$ cat config.mk
export PLATFORM = sky130hd
export DESIGN_NAME = serial_subtractor
export DESIGN_NICKNAME = d
export VERILOG_FILES = /design/src/rtl/serial_subtractor_pkg.sv /design/src/rtl/serial_subtractor_cell.sv /design/src/rtl/serial_subtractor.sv
export SDC_FILE = /design/constraint.sdc
export NUM_CORES = 1
export LEC_CHECK = 0
export BUFFER_PORTS_ARGS = -buffer_cell sky130_fd_sc_hd__buf_2
export CAP_MARGIN = 20
export CORE_ASPECT_RATIO = 1.75
export CORE_MARGIN = 4
export CORE_UTILIZATION = 53
export CTS_BUF_LIST = sky130_fd_sc_hd__clkbuf_16
export DETAILED_ROUTE_END_ITERATION = 12
export GPL_ROUTABILITY_DRIVEN = 0
export PLACE_DENSITY_LB_ADDON = 0.2
export SYNTH_ARGS = -nofsm -noshare
export SYNTH_HDL_FRONTEND = slang
export SYNTH_SLANG_ARGS = --single-unit
$ cat constraint.sdc
create_clock -name clk -period 3.7 [get_ports clk]
set_input_delay 0.37 -clock clk [delete_from_list [all_inputs] [get_ports clk]]
set_output_delay 0.37 -clock clk [all_outputs]
set_load 0.02 [all_outputs]
$ cat src/rtl/serial_subtractor_pkg.sv
// Shared definitions for the bit-serial subtractor: state encoding,
// default operand width and the iteration-counter width helper.
package serial_subtractor_pkg;

  typedef enum logic [1:0] {
    ST_IDLE = 2'd0,
    ST_RUN  = 2'd1,
    ST_DONE = 2'd2
  } state_t;

  localparam int DEFAULT_WIDTH = 8;

  // Bits needed to count 0..w-1; never less than one bit.
  function automatic int cnt_width(input int w);
    return (w <= 2) ? 1 : $clog2(w);
  endfunction

endpackage

$ cat src/rtl/serial_subtractor_cell.sv
// One-bit full subtractor: d = x - y - bin, bout set when the bit borrows.
module serial_subtractor_cell (
  input  logic x,
  input  logic y,
  input  logic bin,
  output logic d,
  output logic bout
);

  // Difference bit and borrow out of a single bit position.
  always_comb begin
    d    = x ^ y ^ bin;
    bout = (~x & y) | (~(x ^ y) & bin);
  end

endmodule

$ cat src/rtl/serial_subtractor.sv
// Bit-serial WIDTH-bit subtractor, LSB first, one difference bit per clock.
//
// Handshakes: a transfer happens on a rising clock edge where valid and ready
// are both high. in_ready is high only in IDLE and out_valid only in DONE; both
// come straight from the state register, so neither depends combinationally on
// any input. The producer holds a/b until in_ready; the result fields stay
// stable in DONE until out_ready is seen, and keep their values afterwards.
module serial_subtractor
  import serial_subtractor_pkg::*;
#(
  parameter int WIDTH = DEFAULT_WIDTH
) (
  input  logic             clk,
  input  logic             rst,
  input  logic             in_valid,
  output logic             in_ready,
  input  logic [WIDTH-1:0] a,
  input  logic [WIDTH-1:0] b,
  output logic             out_valid,
  input  logic             out_ready,
  output logic [WIDTH-1:0] diff,
  output logic             borrow_out,
  output logic             overflow
);

  localparam int CW = cnt_width(WIDTH);
  localparam logic [CW-1:0] CNT_LAST = CW'(WIDTH - 1);

  state_t state, state_next;

  logic [WIDTH-1:0] sa, sb, res;
  logic [WIDTH-1:0] diff_q;
  logic [CW-1:0]    cnt;
  logic             borrow;
  logic             a_msb, b_msb;
  logic             borrow_q, overflow_q;
  logic             cell_d, cell_bout;
  logic             last_bit;

  assign last_bit = (state == ST_RUN) && (cnt == CNT_LAST);

  serial_subtractor_cell u_cell (
    .x    (sa[0]),
    .y    (sb[0]),
    .bin  (borrow),
    .d    (cell_d),
    .bout (cell_bout)
  );

  // State register.
  always_ff @(posedge clk or posedge rst) begin
    if (rst) state <= ST_IDLE;
    else     state <= state_next;
  end

  // Next-state decode: accept in IDLE, step WIDTH bits in RUN, hold in DONE.
  always_comb begin
    state_next = state;
    case (state)
      ST_IDLE: if (in_valid) state_next = ST_RUN;
      ST_RUN:  if (last_bit) state_next = ST_DONE;
      ST_DONE: if (out_ready) state_next = ST_IDLE;
      default: state_next = ST_IDLE;
    endcase
  end

  // Operand shifters, borrow, counter and the result/flag registers.
  always_ff @(posedge clk or posedge rst) begin
    if (rst) begin
      sa         <= '0;
      sb         <= '0;
      res        <= '0;
      diff_q     <= '0;
      cnt        <= '0;
      borrow     <= 1'b0;
      a_msb      <= 1'b0;
      b_msb      <= 1'b0;
      borrow_q   <= 1'b0;
      overflow_q <= 1'b0;
    end else begin
      case (state)
        ST_IDLE: begin
          if (in_valid && in_ready) begin
            sa     <= a;
            sb     <= b;
            borrow <= 1'b0;
            cnt    <= '0;
            a_msb  <= a[WIDTH-1];
            b_msb  <= b[WIDTH-1];
          end
        end
        ST_RUN: begin
          sa     <= {1'b0, sa[WIDTH-1:1]};
          sb     <= {1'b0, sb[WIDTH-1:1]};
          res    <= {cell_d, res[WIDTH-1:1]};
          borrow <= cell_bout;
          cnt    <= cnt + 1'b1;
          // The final bit completes the result; publish it together with the
          // flags so the outputs only ever change on entry to DONE.
          if (last_bit) begin
            diff_q     <= {cell_d, res[WIDTH-1:1]};
            borrow_q   <= cell_bout;
            overflow_q <= (a_msb != b_msb) && (cell_d != a_msb);
          end
        end
        default: ;
      endcase
    end
  end

  assign in_ready   = (state == ST_IDLE);
  assign out_valid  = (state == ST_DONE);
  assign diff       = diff_q;
  assign borrow_out = borrow_q;
  assign overflow   = overflow_q;

endmodule

Word-level counts from Yosys, hierarchy flattened
Index checks and enable logic that the tools add are counted.
- reductions and logical operators: 9
- equal/unequal tests: 9
- mux-type cells: 12
- $add $sub $neg: 1
- bitwise operators: 7
- operator list (operator ; count):
    $pmux W8 S2 ; 2
    $mux W8 ; 2
    $mux W2 ; 3
    $pmux W2 S3 ; 1
    $pmux W3 S2 ; 1
    $reduce_and A2 Y1 ; 3
    $ne A2 B1 Y1 const B ; 2
    $ne A2 B2 Y1 const B ; 2
    $add A3 B1 Y3 const B ; 1
    $eq A3 B3 Y1 const B ; 1
    $logic_and A1 B1 Y1 ; 3
    $mux W3 ; 1
    $reduce_and A3 Y1 ; 1
    $and A1 B1 Y1 ; 2
    $eq A2 B1 Y1 const B ; 1
    $eq A2 B2 Y1 const B ; 1
    $logic_not A2 Y1 ; 1
    $ne A1 B1 Y1 ; 2
    $not A1 Y1 ; 2
    $pmux W1 S2 ; 1
    $reduce_bool A2 Y1 ; 1
    $xor A1 B1 Y1 ; 2
    $mux W1 ; 1
    $or A1 B1 Y1 ; 1
- register bits: 42
- logic and storage cells: 49
- output and inout bits: 12
- input bits: 20

Logic depth before layout (Yosys ltp)
Gate-level depths: netlist (run 1).
- word-level depth: 5
- gate-level depth with buffers: 6
- gate-level depth less buffers: 5

Modules after synthesis
A second synthesis (run 1) with hierarchy kept.
- cell total of the unflattened synthesis: 141
- area, all modules: 1717.9 µm²
- modules (own cells, without submodules) (module ; area each (µm²) ; cells each ; seq. area each (µm²) ; instances):
    serial_subtractor ; 1686.6 ; 137 ; 1026.0 ; 1
    serial_subtractor_cell ; 31.3 ; 4 ; 0.0 ; 1

Worst setup path before layout (run 1)
No wires, ideal clock.
- kind: register to register
- from: reg cnt[0]
- to: reg diff_q[0], in the netlist diff[0]
- slack: 2.271 ns
- path buffers: 1
- setup time: 0.125 ns
- stages on the path, launching flop included: 6
- data required time: 3.575 ns
- clock period less this slack: 1.429 ns
- arrival time: 1.304 ns
- path through: dfrtp_1 ha_1 ha_1 nand3b_4 buf_6 mux2_4
- cells in the longest elaborated chain, start to end: 3
- RTL lines (item ; line ; source):
    start: declaration ; serial_subtractor.sv:33 ; logic [CW-1:0] cnt;
    start signal: assignment ; serial_subtractor.sv:97 ; cnt <= cnt + 1'b1;
    $eq A3 B3 Y1 ; serial_subtractor.sv:40 ; assign last_bit = (state == ST_RUN) && (cnt == CNT_LAST);
    $logic_and A1 B1 Y1 ; serial_subtractor.sv:40 ;
    $reduce_and A2 Y1 (no line) ; - ;
    end signal: assignment ; serial_subtractor.sv:101 ; diff_q <= {cell_d, res[WIDTH-1:1]};
    end: declaration ; serial_subtractor.sv:32 ; logic [WIDTH-1:0] diff_q;
Every way passes these cells.
A chain may end at the register's enable or synchronous reset.

Worst setup path after layout (run 1)
- from: reg state[0]
- to: out out_valid
- cells in the longest elaborated chain, start to end: 1
- RTL lines (item ; line ; source):
    start: declaration ; serial_subtractor.sv:29 ; state_t state, state_next;
    start signal: assignment ; serial_subtractor.sv:53 ; else state <= state_next;
    $eq A2 B2 Y1 ; serial_subtractor.sv:112 ; assign out_valid = (state == ST_DONE);
    end: declaration ; serial_subtractor.sv:19 ; output logic out_valid,
Every way passes these cells.

==> metrics.md, run 1 <==
| Metric | Value |
|---|---|
| Slowest-stage cell, CP | dfrtp_1 |
| Final setup viols | 0 |
| Worst-Margin Slew | 0.7589 ns |
| Total CTS buffers | 5 |
| Slew Limit Fails | 0 |
| Chip Height | approximately 87 microns |
| Critical path type | register to output port |
| Post-CTS Setup Bufs | 0 |
| RSZ-0062 raised after global routing | false |
| Psw | 634.2 uW |
| Final Power | approximately 1.9 mW |
| Largest family of logic cells by synthesized area | compound AO/OA/AOI/OAI gates |
| Largest net degree at the start of global routing | 42 |
| Register area share after synthesis | 53.63% |
| WP data arrival | 1.54 ns |
| Register area | 1026 sq um |
| DR WL/cell | 14.55 microns |
| Routed wire length on met2 | 2069 microns |
| CP Capture Type | output port |
| Switching Fraction | between 30% and 40% |
| Post-synthesis cell count | 176 |
| Final hold violation count | 0 |
| Area Overhead vs Synth | 16.09% |
| Final Util | 64.69% |
| Post-synth top area share | 53.63% |
| Syn avg cell area | ~11 sq um |
| Sink Count | 41 |
| DR iter-0 viols | 26 |
| CTS-repair resized insts | 0 |
| Cell Area, Synth | 1913 sq um |
| Mux contribution to synthesized area | around 7.3% |
| Die X-Extent | 53.42 microns |
| Reg power frac | between 40% and 50% |
| Period utilization | 51.49% |
| Main area contributors after synthesis | dfrtp_1 54%, mux2_4 5.5%, nand2_1 5.5% |
| Simple-gate share of the synthesized area | 15.24% |
| Max_slew headroom | 49.41% |
| Fmax | 524.9 MHz |
| DP Cell Count | between 200 and 250 |
| First-pass GRT wire length | 6161 microns |
| Final min period | 1.905 ns |
| Clock power frac | approximately a quarter |
| Worst VDD drop | 0.0004363 V |
| DRC | 0 |
| YS warnings | 0 |
| Hold Path Class | input pin to async pin |
| Post-Layout Cell Count | 249 |
| Worst-path clk slew | around 0.06 ns |
| Synth Area in Adders | approximately 2.4% |
| Met3 WL | around 140 microns |
| Synth unique cells | 25 |
| GRT Overall Usage | 17.54% |
| Clk buf depth | 2 |
| Critical path startpoint category | register |
| Post-synthesis compound-gate area fraction | around 17% |
| Initial Utilization | between 50% and 60% |
| Clock latency on the worst-skew pair | ~0.27 ns |
| IO Pins | 32 |
| Die area | 4673 sq um |
| DP Area | 2061 sq um |
| Ant diodes | 0 |
| PwrDens | 844.6 nW/um^2 |
| Data required, critical path | 3.33 ns |
| Antenna Nets Post-Route | 0 |
| Drt pass-1 iters | 4 |
| CORE AREA | 3433 sq um |
| Post-DP HPWL | about 2500 microns |
| Most common cell after layout, fill and taps aside | dfrtp_1 |
| Layout Skew | 0.003358 ns |
| Cell Rows | 28 |
| Uppermost layer routed | met4 |
| Hold Worst Slack | 0.2130 ns |
| Final worst slack | ~1.8 ns |
| Worst Path Buf+Inv | 2 |
| Dpl ws | 1.968 ns |
| Syn nets | 199 |
| CTS tree | built |
| Max_cap viols | 0 |
| Final setup TNS | 0 ns |
| Pleak | around 1.1 nW |
| Xor/xnor cell area share of the yosys netlist | 0% |
| Layout cell share with drive strength beyond 1 | 26.47% |
| Source of the worst register-to-register timing path | state[1] |
| Cell Chain, Critical Path | nand2b_1 > inv_1 > buf_2 |
| Hold_buf cts | 0 |
| Via density per instance | around 5.5 |
| Pint | 1.241 mW |
| Number of global-route vias before repair | 1,408 |
| Power share of the combinational group | 33.1% |
| IO Port Bufs | 31 |
| Via Count | 1,371 |
| Multi-input gate area | 800.8 sq um |
| Start point of the critical path | state[0] |
| Grt total ovfl | 0 |
| Initial antenna violation count | 0 |
| CP peak stage delay | 0.83 ns |
| Status | completed |
| Commonest cells after routing, fill and taps aside | 41 x dfrtp_1, 31 x buf_2, 28 x nand2_1 |
| Cell area after layout | 2221 sq um |
| Critical path's top delay family | flip-flops |
| Synth Register Bits | around 40 |
| Final nets | 227 |
| Met1 wire length | 1369 microns |
| DRT Wirelength | 3624 microns |
| CTS root buffer | clkbuf_16 |
| Synth area leader | dfrtp_1 |
| CP Max Fanout | 25 |
| Number of fill cells | 303 |
| Htree depth | 2 |
## worst reg2reg max path, cell delays in order (launching register included)
cell and delay (ns):
dfrtp_1 0.63, nor2b_4 0.43, and2b_4 0.24, mux2_4 0.30
## kinds of logic after synthesis
| logic type | count (synthesis) |
|---|---|
| AOI/OAI and AO/OA | 55 |
| DFF | 41 |
| adders and majority gates | 3 |
| muxes | 10 |
| buffers and inverters | 15 |
| and+or+nand+nor | 52 |
## layout make-up
class,count,share of cell area [%]
Sequential cell,41,46.20
Timing Repair Buffer,32,7.324
Clock inverter,2,1.577
Tap cell,45,2.535
Multi-Input combinational cell,120,36.06
Clock buffer,5,5.634
Inverter,4,0.6761
## layer usage
| layer | global-route usage [%] | up-vias |
|---|---|---|
| li1 | - | 658 |
| met1 | 19.93 | 677 |
| met2 | 31.17 | 31 |
| met3 | 3.945 | 5 |
| met4 | 5.814 | 0 |
| met5 | 0 | - |
## power by group through the flow
stage                     registers (mW)  clock network (mW)  logic, mW
final                              0.788               0.468      0.620
after global routing               0.816               0.493      0.695
after CTS                          0.789               0.477      0.632
after detailed placement           0.796                   0      0.627
after global placement             0.785                   0      0.605
after floorplan                    0.797                   0      0.469
## cell usage after synthesis, drive strengths merged
cell type	count
nand2	28
a22o	2
and3b	2
mux2	10
a22oi	13
inv	4
a2bb2oi	1
clkbuf	2
ha	2
a21oi	17
fa	1
and2b	8
dfrtp	41
nand2b	2
buf	9
o21bai	1
o21ai	21
nor2	2
nand3b	1
nor2b	9
## path summary, 6_finish.rpt
check	slack [ns]	depth (start not counted)	endpoint
max	1.79	3	out_valid
min	0.21	3	diff[7]
max reg2reg	1.99	3	b_msb
min reg2reg	0.48	2	res[1]
max in group asynchronous	3.14	3	cnt[1]
min in group clk	0.28	2	state[1]
## state kept, by name (all words and copies together) (netlist names)
name        cells
borrow_out      1
diff            8
sa              8
borrow          1
state           2
sb              8
b_msb           1
res             7
cnt             3
overflow        1
a_msb           1
Note: power is estimated with default switching activity, not from simulation.
==> run 2: changes to the inputs <==
--- a/config.mk
+++ b/config.mk
@@ -9,7 +9,7 @@
 export CAP_MARGIN = 20
 export CORE_ASPECT_RATIO = 1.75
 export CORE_MARGIN = 4
-export CORE_UTILIZATION = 53
+export CORE_UTILIZATION = 50
 export CTS_BUF_LIST = sky130_fd_sc_hd__clkbuf_16
 export DETAILED_ROUTE_END_ITERATION = 12
 export GPL_ROUTABILITY_DRIVEN = 0
==> constraint.sdc (replaced) <==
create_clock -name clk -period 1.65 [get_ports clk]
set_input_delay 0.165 -clock clk [delete_from_list [all_inputs] [get_ports clk]]
set_output_delay 0.165 -clock clk [all_outputs]
set_load 0.02 [all_outputs]
==> run 2 against run 1 <==
  * Critical endpoint is now in_ready
  * Hold slack worse by 0.21 ns
  * Cell area rose by 1.2%
  * The flow now finishes with violations (hold timing)
  * Largest power group unchanged
  * Critical path depth unchanged
  * Register-to-register slack lost 1.8 ns
  * Power grew 130%
  * Setup slack got worse by 1.7 ns
  * Via count rose by 0.22%
  * First-iteration DRC count up 15%
  * Sequential share of layout area fell by 0.54 points
  * Sequential cell count stayed put
  * Die area grew 5.3%
==> metrics.md, run 2 (synthesis results as in run 1) <==
| Metric | Value |
|---|---|
| Status | finished with violations |
| Failing checks | hold timing |
| Critical path startpoint category | register |
| Worst-path clk slew | 0.05 ns (about the same) |
| Max_cap viols | 0 (unchanged) |
| Sink Count | 41 (unchanged) |
| Drt pass-1 iters | 4 (unchanged) |
| Hold_buf cts | 0 (unchanged) |
| DP Cell Count | 246 (+1.7%) |
| CTS root buffer | clkbuf_16 |
| CP Capture Type | output port |
| Area Overhead vs Synth | 17.46% |
| Ant diodes | 0 (unchanged) |
| Slowest-stage cell, CP | dfrtp_1 |
| RSZ-0062 raised after global routing | false |
| Layout cell share with drive strength beyond 1 | 26.92% (+0.45 points) |
| Htree depth | 2 (unchanged) |
| Final setup viols | 0 (unchanged) |
| PwrDens | 1907 nW/um^2 (+130%) |
| GRT Overall Usage | 18.65% (+1.1 points) |
| Slew Limit Fails | 0 (unchanged) |
| Worst VDD drop | 0.001231 V (+180%) |
| Die area | 4919 sq um (+5.3%) |
| Total CTS buffers | 5 (unchanged) |
| Clk buf depth | 2 (unchanged) |
| Post-Layout Cell Count | 254 (+2.0%) |
| Antenna Nets Post-Route | 0 (unchanged) |
| Final nets | 230 (+1.3%) |
| Initial antenna violation count | 0 (unchanged) |
| Commonest cells after routing, fill and taps aside | 41 x dfrtp_1, 31 x buf_2, 28 x nand2_1 |
| CTS-repair resized insts | 0 (unchanged) |
| Data required, critical path | 1.48 ns (-1.85 ns) |
| CP Max Fanout | 15 (-40%) |
| DR iter-0 viols | 30 (+15%) |
| Post-DP HPWL | 2700 microns (+6.2%) |
| First-pass GRT wire length | 6969 microns (+13%) |
| Critical path's top delay family | flip-flops |
| Pleak | 1.138 nW (+1.6%) |
| Most common cell after layout, fill and taps aside | dfrtp_1 |
| Final setup TNS | 0 ns (unchanged) |
| Cell Chain, Critical Path | buf_4 > nor2_1 > buf_2 |
| Worst Path Buf+Inv | 2 (unchanged) |
| Hold Path Class | input pin to async pin |
| Clock latency on the worst-skew pair | 0.28 ns (about the same) |
| CTS tree | built |
| Largest net degree at the start of global routing | 42 (unchanged) |
| Cell Rows | 29 (+3.6%) |
| Final hold violation count | 3 (+3) |
| DRT Wirelength | 3931 microns (+8.5%) |
| Die X-Extent | 54.76 microns (+2.5%) |
| Hold Worst Slack | -0.001028 ns (-0.2141 ns) |
| Fmax | approximately 650 MHz |
| Number of global-route vias before repair | 1,515 (+7.6%) |
| DR WL/cell | 15.48 microns (+6.3%) |
| Layout Skew | 0.005723 ns (+0.002364 ns) |
| DRC | 0 (unchanged) |
| Worst-Margin Slew | 0.5229 ns (-0.2360 ns) |
| Grt total ovfl | 0 (unchanged) |
| Initial Utilization | 52.20% (-3.5 points) |
| Via Count | 1,374 (+0.22%) |
| Period utilization | 93.69% |
| CORE AREA | 3665 sq um (+6.7%) |
| IO Pins | 32 (unchanged) |
| Final min period | roughly 1.5 ns |
| Critical path type | register to output port |
| Via density per instance | 5.409 (-1.8%) |
| IO Port Bufs | 31 (unchanged) |
| Post-CTS Setup Bufs | 0 (unchanged) |
| CP peak stage delay | 0.60 ns (-0.23 ns) |
| WP data arrival | 1.38 ns (-0.16 ns) |
| Max_slew headroom | 65.14% (+16 points) |
| Chip Height | 89.83 microns (+2.7%) |
-- run 2: final timing paths --
path	from	to	slack, ns	cells past startpoint
max	state[0]	in_ready	0.10	3
min	rst	overflow	-0.001	3
max reg2reg	cnt[0]	diff[4]	0.16	4
min reg2reg	overflow	overflow	0.48	2
max in group asynchronous	rst	sa[5]	1.28	3
min in group clk	out_ready	state[1]	0.07	2
-- run 2: worst register-to-register path, delay by kind of cell (launching register included) --
| kind | cells | cell delay (ns) |
|---|---|---|
| flip-flops | 1 | 0.38 |
| adder cells (fa/ha/maj) | 2 | 0.43 |
| multiplexers | 1 | 0.36 |
| AND/OR/NAND/NOR | 1 | 0.20 |
-- run 2: final cells by class --
type	count	area, sq um
sequential	41	1026
timing repair buffer	35	185.2
multi-input combinational	120	800.8
clock buffer	5	125.1
tap	46	57.56
inverter	4	15.01
clock inverter	3	37.54
fill	320	1418
-- run 2: routing by layer --
| metal | vias to the layer above | track usage (%) | part of all wire [%] |
|---|---|---|---|
| met5 | - | 0 | 0 |
| met4 | 0 | 4.990 | 1.6 |
| met3 | 8 | 3.808 | 4.2 |
| met2 | 29 | 30.93 | 54 |
| met1 | 672 | 23.66 | 40 |
| li1 | 665 | - | - |
-- run 2: through the flow --
step | setup WS (ns) | area (sq um) | hold WS (ns) | total power [mW] | utilization, %
final | 0.1041 | 2247 | -0.001028 | 4.285 | 61.32
after global routing | 0.04457 | 2247 | 0.06489 | 4.602 | 61.32
after CTS | 0.1011 | 2247 | 0.02154 | 4.342 | 61.32
after detailed placement | 0.1468 | 2085 | 0.3217 | 3.251 | 56.88
after global placement | 0.1967 | 2085 | 0.3048 | 3.148 | 56.88
after floorplan | 0.2209 | 1913 | 0.2565 | 2.839 | -
-- run 2: report_power, final --
group	internal [mW]	switching, mW	total (mW)
registers	1.42	0.310	1.73
logic	0.679	0.798	1.48
clock network	0.702	0.371	1.07
